==> src/rtl/rf_pkg.sv <==
// Shared constants, select type and busy-counter helper for the scoreboarded register file.
package rf_pkg;

  localparam int unsigned DefDataW = 16;
  localparam int unsigned DefAddrW = 3;

  typedef logic [DefAddrW-1:0] sel_t;

  // Next pending-register count from "a clear bit got set" / "a set bit got cleared" events.
  function automatic int unsigned busy_cnt_next(int unsigned cnt, logic set_new, logic clr_old);
    int unsigned res;
    res = cnt;
    if (set_new && !clr_old) begin
      res = cnt + 1;
    end else if (!set_new && clr_old && (cnt != 0)) begin
      res = cnt - 1;
    end
    return res;
  endfunction

endpackage

==> src/rtl/rf_scoreboard.sv <==
// Per-register pending-write flags plus a running count of pending registers.
module rf_scoreboard
  import rf_pkg::*;
#(
  parameter int unsigned ADDR_W  = DefAddrW,
  parameter int unsigned ZERO_R0 = 0
) (
  input  logic                    clk_i,
  input  logic                    rst_ni,
  input  logic                    en_i,
  input  logic                    rsv_i,
  input  logic [ADDR_W-1:0]       sel_r_i,
  input  logic                    we_eff_i,
  input  logic [ADDR_W-1:0]       sel_d_i,
  output logic [(2**ADDR_W)-1:0]  busy_q_o,
  output logic [(2**ADDR_W)-1:0]  busy_d_o,
  output logic [ADDR_W:0]         cnt_o
);

  localparam int unsigned Depth = 2 ** ADDR_W;
  localparam int unsigned CntW  = ADDR_W + 1;

  logic [Depth-1:0] busy_q, busy_d;
  logic [CntW-1:0]  cnt_q, cnt_d;
  logic             rsv_eff, set_new, clr_old;

  always_comb begin
    rsv_eff = rsv_i && !((ZERO_R0 != 0) && (sel_r_i == '0));
    busy_d  = busy_q;
    if (we_eff_i) busy_d[sel_d_i] = 1'b0;
    // Reserve applied last so a same-edge reserve+write to one register leaves it pending.
    if (rsv_eff) busy_d[sel_r_i] = 1'b1;
    set_new = rsv_eff && !busy_q[sel_r_i];
    clr_old = we_eff_i && busy_q[sel_d_i] && !(rsv_eff && (sel_r_i == sel_d_i));
    cnt_d   = CntW'(busy_cnt_next(32'(cnt_q), set_new, clr_old));
  end

  always_ff @(posedge clk_i or negedge rst_ni) begin
    if (!rst_ni) begin
      busy_q <= '0;
      cnt_q  <= '0;
    end else if (en_i) begin
      busy_q <= busy_d;
      cnt_q  <= cnt_d;
    end
  end

  assign busy_q_o = busy_q;
  assign busy_d_o = busy_d;
  assign cnt_o    = cnt_q;

endmodule

==> src/rtl/reg_file_sb.sv <==
// Two-read/one-write register file with registered reads, optional bypass and zero register,
// and a pending-write scoreboard for operand hazard detection in decode.
module reg_file_sb
  import rf_pkg::*;
#(
  parameter int unsigned DATA_W  = DefDataW,
  parameter int unsigned ADDR_W  = DefAddrW,
  parameter int unsigned ZERO_R0 = 0,
  parameter int unsigned BYPASS  = 1
) (
  input  logic              I_clk,
  input  logic              I_rst_n,
  input  logic              I_en,
  input  logic              I_we,
  input  logic [ADDR_W-1:0] I_selA,
  input  logic [ADDR_W-1:0] I_selB,
  input  logic [ADDR_W-1:0] I_selD,
  input  logic [DATA_W-1:0] I_dataD,
  input  logic              I_rsv,
  input  logic [ADDR_W-1:0] I_selR,
  output logic [DATA_W-1:0] O_dataA,
  output logic [DATA_W-1:0] O_dataB,
  output logic              O_busyA,
  output logic              O_busyB,
  output logic [ADDR_W:0]   O_busy_cnt
);

  localparam int unsigned Depth = 2 ** ADDR_W;

  logic [DATA_W-1:0] regs_q [Depth];
  logic [DATA_W-1:0] data_a_q, data_a_d, data_b_q, data_b_d;
  logic              busy_a_q, busy_b_q;
  logic [Depth-1:0]  busy_cur, busy_nxt;
  logic              we_eff;

  assign we_eff = I_we && !((ZERO_R0 != 0) && (I_selD == '0));

  rf_scoreboard #(
    .ADDR_W  (ADDR_W),
    .ZERO_R0 (ZERO_R0)
  ) u_scoreboard (
    .clk_i    (I_clk),
    .rst_ni   (I_rst_n),
    .en_i     (I_en),
    .rsv_i    (I_rsv),
    .sel_r_i  (I_selR),
    .we_eff_i (we_eff),
    .sel_d_i  (I_selD),
    .busy_q_o (busy_cur),
    .busy_d_o (busy_nxt),
    .cnt_o    (O_busy_cnt)
  );

  always_comb begin
    data_a_d = regs_q[I_selA];
    data_b_d = regs_q[I_selB];
    if ((BYPASS != 0) && we_eff && (I_selD == I_selA)) data_a_d = I_dataD;
    if ((BYPASS != 0) && we_eff && (I_selD == I_selB)) data_b_d = I_dataD;
    if ((ZERO_R0 != 0) && (I_selA == '0)) data_a_d = '0;
    if ((ZERO_R0 != 0) && (I_selB == '0)) data_b_d = '0;
  end

  always_ff @(posedge I_clk or negedge I_rst_n) begin
    if (!I_rst_n) begin
      for (int i = 0; i < Depth; i++) regs_q[i] <= '0;
    end else if (I_en && we_eff) begin
      regs_q[I_selD] <= I_dataD;
    end
  end

  // Busy outputs sample the post-edge scoreboard so a same-edge reserve is seen immediately.
  always_ff @(posedge I_clk or negedge I_rst_n) begin
    if (!I_rst_n) begin
      data_a_q <= '0;
      data_b_q <= '0;
      busy_a_q <= 1'b0;
      busy_b_q <= 1'b0;
    end else if (I_en) begin
      data_a_q <= data_a_d;
      data_b_q <= data_b_d;
      busy_a_q <= busy_nxt[I_selA];
      busy_b_q <= busy_nxt[I_selB];
    end
  end

  assign O_dataA = data_a_q;
  assign O_dataB = data_b_q;
  assign O_busyA = busy_a_q;
  assign O_busyB = busy_b_q;

endmodule

==> config.mk <==
export PLATFORM = sky130hd
export DESIGN_NAME = reg_file_sb
export DESIGN_NICKNAME = d
export VERILOG_FILES = /design/src/rtl/rf_pkg.sv /design/src/rtl/rf_scoreboard.sv /design/src/rtl/reg_file_sb.sv
export SDC_FILE = /design/constraint.sdc
export NUM_CORES = 1
export LEC_CHECK = 0
export CAP_MARGIN = 20
export CORE_ASPECT_RATIO = 1.4
export CORE_MARGIN = 8
export CORE_UTILIZATION = 64
export DETAILED_ROUTE_END_ITERATION = 8
export PLACE_DENSITY = 0.92
export SLEW_MARGIN = 15
export SYNTH_ARGS = -nofsm -noshare
export SYNTH_HDL_FRONTEND = slang
export SYNTH_HIERARCHICAL = 1
export SYNTH_SLANG_ARGS = --single-unit
==> constraint.sdc <==
create_clock -name I_clk -period 6.69 [get_ports I_clk]
set_clock_uncertainty 0.15 [all_clocks]
set_input_delay 0.669 -clock I_clk [delete_from_list [all_inputs] [get_ports I_clk]]
set_output_delay 0.669 -clock I_clk [all_outputs]
set_load 0.1 [all_outputs]
After elaboration in Yosys (flattened, before gate mapping)

Cells that the tools add are included.

Bits in registers: 174
Output and inout port bits: 38
Word-level logic and storage cells: 82
Bits of input ports: 33

Bitwise operators: 6
Magnitude comparators: 10
Equal/unequal tests: 3
Add/sub/neg operators: 2
Muxes and demuxes: 27
Reductions and logical operators: 20

Operators with widths:

| cell                                                                   | count |
|---|---|
| 128-bit bitwise mux                                                    | 1 |
| 16-bit two-way mux                                                     | 7 |
| 16-bit binary-select mux with 3-bit select                             | 2 |
| 16-bit demux with 3-bit select                                         | 1 |
| 3-bit by 4-bit < comparator with 1-bit output (second input constant)  | 4 |
| 8-bit two-way mux                                                      | 2 |
| 1-bit logical AND                                                      | 13 |
| 1-bit binary-select mux with 3-bit select                              | 4 |
| 4-bit >= comparator (second input constant)                            | 3 |
| 3-bit NOT with 4-bit output                                            | 3 |
| 3-bit == test                                                          | 3 |
| 8-bit bitwise AND                                                      | 1 |
| 4-bit two-way mux                                                      | 2 |
| 8-bit NOT                                                              | 1 |
| 8-bit OR                                                               | 1 |
| 1-bit demux with 3-bit select                                          | 2 |
| 3-bit by 1-bit >= comparator with 1-bit output (second input constant) | 2 |
| 1-bit two-way mux                                                      | 6 |
| 4-bit by 1-bit adder with 4-bit output (second input constant)         | 1 |
| 1-bit zero test                                                        | 4 |
| 4-bit by 1-bit < comparator with 1-bit output (second input constant)  | 1 |
| 4-bit nonzero test                                                     | 1 |
| 4-bit by 1-bit subtractor with 4-bit output (second input constant)    | 1 |
| 2-bit AND reduction                                                    | 1 |
| 2-bit nonzero test                                                     | 1 |

Logic depth before layout (Yosys ltp)

Word-level depth: 11
Gate-level depth with buffers: 11
Depth with buffers taken out: 10

By module

The synthesis kept the hierarchy.

Modules (own cells, without submodules):

| module        | instances | cells an instance | seq. area each (um^2) | area an instance (um^2) |
|---|---|---|---|---|
| reg_file_sb   | 1         | 541               | 4053.9                | 8480.6 |
| rf_scoreboard | 1         | 92                | 300.3                 | 953.4 |

Worst setup path after synthesis

Ideal clock, no wire load.

Kind: input-to-reg
Start point: input I_selR[1]
End point: register u_scoreboard.cnt_q[3], in the netlist u_scoreboard/cnt_o[3]
Stages on the path: 10
Path buffers: 1
Setup time: 0.158 ns
Slack: 3.908 ns
Data arrival time: 2.473 ns
Data required time: 6.382 ns
Cells stage by stage: buf_6 mux2i_1 mux4_2 nand3_1 ha_1 a21o_1 a21oi_1 and4bb_1 o21ai_1 xnor2_1

Word-level cells in the longest chain between the ends: 9
Elaborated cells on any way between the ends: 16
Those cells by class: eq/ne (1); mux (3); reduce/logical (12)

Ends and longest elaborated chain:

| what                                      | line                | text |
|---|---|---|
| start: declaration                        | reg_file_sb.sv:20   | `input logic [ADDR_W-1:0] I_selR,` |
| 1-bit binary-select mux with 3-bit select | rf_scoreboard.sv:33 | `set_new = rsv_eff && !busy_q[sel_r_i];` |
| 1-bit two-way mux (implied by the code)   | rf_scoreboard.sv:33 |  |
| 1-bit zero test                           | rf_scoreboard.sv:33 |  |
| 1-bit logical AND                         | rf_scoreboard.sv:33 |  |
| 1-bit zero test                           | rf_pkg.sv:15        | `end else if (!set_new && clr_old && (cnt != 0)) begin` |
| 1-bit logical AND (2 in series)           | rf_pkg.sv:15        |  |
| 2-bit nonzero test (no source line)       | -                   |  |
| 2-bit AND reduction (no source line)      | -                   |  |
| end signal: assignment                    | rf_scoreboard.sv:44 | `cnt_q <= cnt_d;` |
| end: declaration                          | rf_scoreboard.sv:24 | `logic [CntW-1:0] cnt_q, cnt_d;` |

Several ways; a longest one is shown, not always the timed one. The select of a mux whose other input is x is not followed.
A chain may end at the register's enable or synchronous reset.

Worst setup path after layout

Start point: input I_selD[2]
End point: register u_scoreboard.cnt_q[3], in the netlist u_scoreboard/cnt_o[3]

Word-level cells in the longest chain between the ends: 8
Elaborated cells on any way between the ends: 14
Those cells by class: eq/ne (1); mux (3); reduce/logical (10)

Ends and longest elaborated chain:

| what                                                                         | line                       | text |
|---|---|---|
| start: declaration                                                           | reg_file_sb.sv:17          | `input logic [ADDR_W-1:0] I_selD,` |
| 1-bit binary-select mux with 3-bit select or 3-bit == test (tied branches)   | rf_scoreboard.sv:34        | `clr_old = we_eff_i && busy_q[sel_d_i] && !(rsv_eff && (sel_r_i == sel_d_i));` |
| 1-bit two-way mux (implied by the code) or 1-bit logical AND (tied branches) | rf_scoreboard.sv:34        |  |
| 1-bit logical AND or 1-bit zero test (tied branches)                         | rf_scoreboard.sv:34        |  |
| 1-bit logical AND *                                                          | rf_scoreboard.sv:34        |  |
| 1-bit logical AND or 1-bit zero test (tied branches)                         | rf_pkg.sv:15, rf_pkg.sv:13 |  |
| 1-bit logical AND (on tied branches)                                         | rf_pkg.sv:15, rf_pkg.sv:13 |  |
| 2-bit nonzero test (no source line)                                          | -                          |  |
| 2-bit AND reduction (no source line)                                         | -                          |  |

Every way passes the cells marked *; elsewhere a longest branch is shown, timed or not. The select of a mux whose other input is x is not followed.

==> results.ini <==
[final_layout]
nets = 726
final_design_area_no_fill_mm2 = 0.01079
drive_gt1_share_pct = 36.56
syn2layout_area_growth_pct = 14.34
fillers = 870
final_util_pct = 74.68
diodes = 0

[critical_path]
path_class = in -> reg
critPathMaxFanout = 14
start_kind = input port
r2r_setup_slack_ns = 4.17
endpoint_kind = flip-flop
cp.arrival_ns = 3.45
worstPathRequired_ns = 6.86

[clocking]
clock_sinks = 174
cts_resized = 0
tritoncts.num_buffers = 17
cts_tree = done
clock_latency_ns = 0.43
clkTransAtPathRegs_ns = 0.07
cts_hold_buffers = 0
h-tree-depth = 4
cts_buffer_depth = 2
cts_root_buf = clkbuf_16
post_cts_buffers = 0

[synthesis]
ys_seq_area_share_pct = 46.15
synth_edf_count = 0
synth_top_area_cell = dfrtp_1
syn_avg_cell_area_um2 = 14.90
netlist.area_leader.share_pct = 46.15
syn_inst = 633
synth.distinct_cells = 43
netlist_area_mm2 = 0.009434
async_flop_share_pct = 100.0
ys.flop_type = dfrtp_1
ys_ff_latch = 174
yosysWarnings = 6
synth_area_leaders = dfrtp_1 (46%), mux4_2 (16%), mux2_2 (13%), mux2i_1 (4.5%), o221ai_2 (3.2%)
synth_nets = 669
synth_common_cells = dfrtp_1 (174), mux2_2 (110), mux4_2 (69), mux2i_1 (42), nand2b_1 (34)
synth.most_common_cell = dfrtp_1

[routing]
viasPerCell = 7.011
drt_iter0_markers = 537
vias = 6254
routed_wl_um = 23840
antenna_left = 0
routedWlPerCell_um = 26.72
drc = 0
dr.pass1.iters = 5

[grt]
grt_usage_pct = 26.04
antenna_found_initial = 0
grt_pass1_vias = 6944
grt_start_max_net_pins = 89
grt_pass1_wl_um = 38520
grt_overflow_total = 0

[job]
maxCapViolCount = 0

[floorplan]
core_area_mm2 = 0.01444
dieArea_mm2 = 0.01894
num_rows = 52
pin_count = 71
dieWidth_um = 118.6
die_height_um = 159.7
start_util_pct = 65.32

[timing]
finalSetupViolations = 0
tightest_slew_ns = 1.095
layout_worst_path_cycle_share_pct = 49.06
hold_ws_ns = 0.09848
rsz0062_at_grt = no
finalHoldViolations = 0
setup_tns_ns = 0
max_slew_margin_pct = 26.97
maxSlewViolCount = 0
timing.fmax_ghz = 0.3047
period_needed_ns = 3.282

[power_and_ir_drop]
ir_drop_v = 0.0002973
powerDensity_mw_per_mm2 = 371.7
leakage_nw = 4.500
total_power_mw = 4.009

[min_path]
hold_class = in -> async

[placed_design]
hpwl_um = 14150
gp_congestion = 0.8930
placed_area_mm2 = 0.01019
io_buffers = 70

[run_status]
status = finished, final reports clean

## worst max-delay path, cell delays in order
cell             delay, ns
clkdlybuf4s50_1       0.86
mux2i_1               0.17
a22oi_1               0.26
nand4_2               0.21
nand3_1               0.20
ha_1                  0.26
a21o_1                0.18
a21oi_1               0.17
and4bb_1              0.21
o21ai_1               0.08
xnor2_1               0.17
## sequential cells by signal (all words and copies together), names as in the netlist
signal,count
O_busyB,1
u_scoreboard/busy_q_o,8
O_busyA,1
O_dataB,16
regs_q,128
O_dataA,16
u_scoreboard/cnt_o,4
## layout by cell type, fill, tap and decap left out, types with 17 or more instances in the layout
cell / synthesis / routed
clkbuf_16: 0 / 17
mux2_1: 25 / 25
inv_1: 18 / 18
nand2b_1: 34 / 34
o221ai_2: 20 / 20
clkdlybuf4s50_1: 0 / 66
dfrtp_1: 174 / 174
mux4_2: 69 / 69
mux2i_1: 42 / 42
mux2_2: 110 / 110
## area by class of cell
cell class	count	area, um^2	area share, %
Clock buffer	18	439.2	4.071
Sequential cell	174	4354	40.37
Inverter	18	67.56	0.6264
Timing Repair Buffer	85	803.3	7.447
Clock inverter	14	148.9	1.380
Multi-Input combinational cell	394	4737	43.92
Tap cell	189	236.5	2.192
## power by group
group	total [mW]	internal, mW	switching (mW)
clock	0.984	0.508	0.475
sequential	1.56	1.32	0.239
combinational	1.46	0.600	0.864
## metrics by stage
stage / instances / setup slack [ns]
4_1_cts: 892 / 3.427
3_5_place_dp: 860 / 2.977
5_1_grt: 892 / 3.160
6_report: 892 / 3.408
2_1_floorplan: 633 / 3.908
3_3_place_gp: 860 / 3.148
## worst paths after layout
check                                                     start                                end  cells after the start
min                                                     I_rst_n  u_scoreboard/cnt_o[3]$_DFFE_PN0P_                      1
max reg2reg                u_scoreboard/busy_q_o[2]$_DFFE_PN0P_  u_scoreboard/cnt_o[3]$_DFFE_PN0P_                      9
min in group I_clk                       O_dataB[9]$_DFFE_PN0P_             O_dataB[9]$_DFFE_PN0P_                      2
max                                                   I_selD[2]  u_scoreboard/cnt_o[3]$_DFFE_PN0P_                     11
min reg2reg                              O_dataB[9]$_DFFE_PN0P_             O_dataB[9]$_DFFE_PN0P_                      2
max in group asynchronous                               I_rst_n              regs_q[9]$_DFFE_PN0P_                      2
## kinds of logic after synthesis
group,Yosys count,share of synthesized area (%)
multiplexers,248,37.36
flip-flops,174,46.15
AND/OR/NAND/NOR,80,4.987
buffers and inverters,65,3.634
AO/OA/AOI/OAI,51,6.273
XOR/XNOR,12,1.114
adder cells (fa/ha/maj),3,0.4774
## per-layer routing
layer / track usage [%] / wire length, um / up-vias
met5: 0 / 0 / -
met4: 16.56 / 1234 / 0
met3: 4.764 / 1464 / 110
met2: 44.34 / 12460 / 315
met1: 29.64 / 8679 / 3274
li1: - / - / 2555
Note: power is estimated with default switching activity, not from simulation.
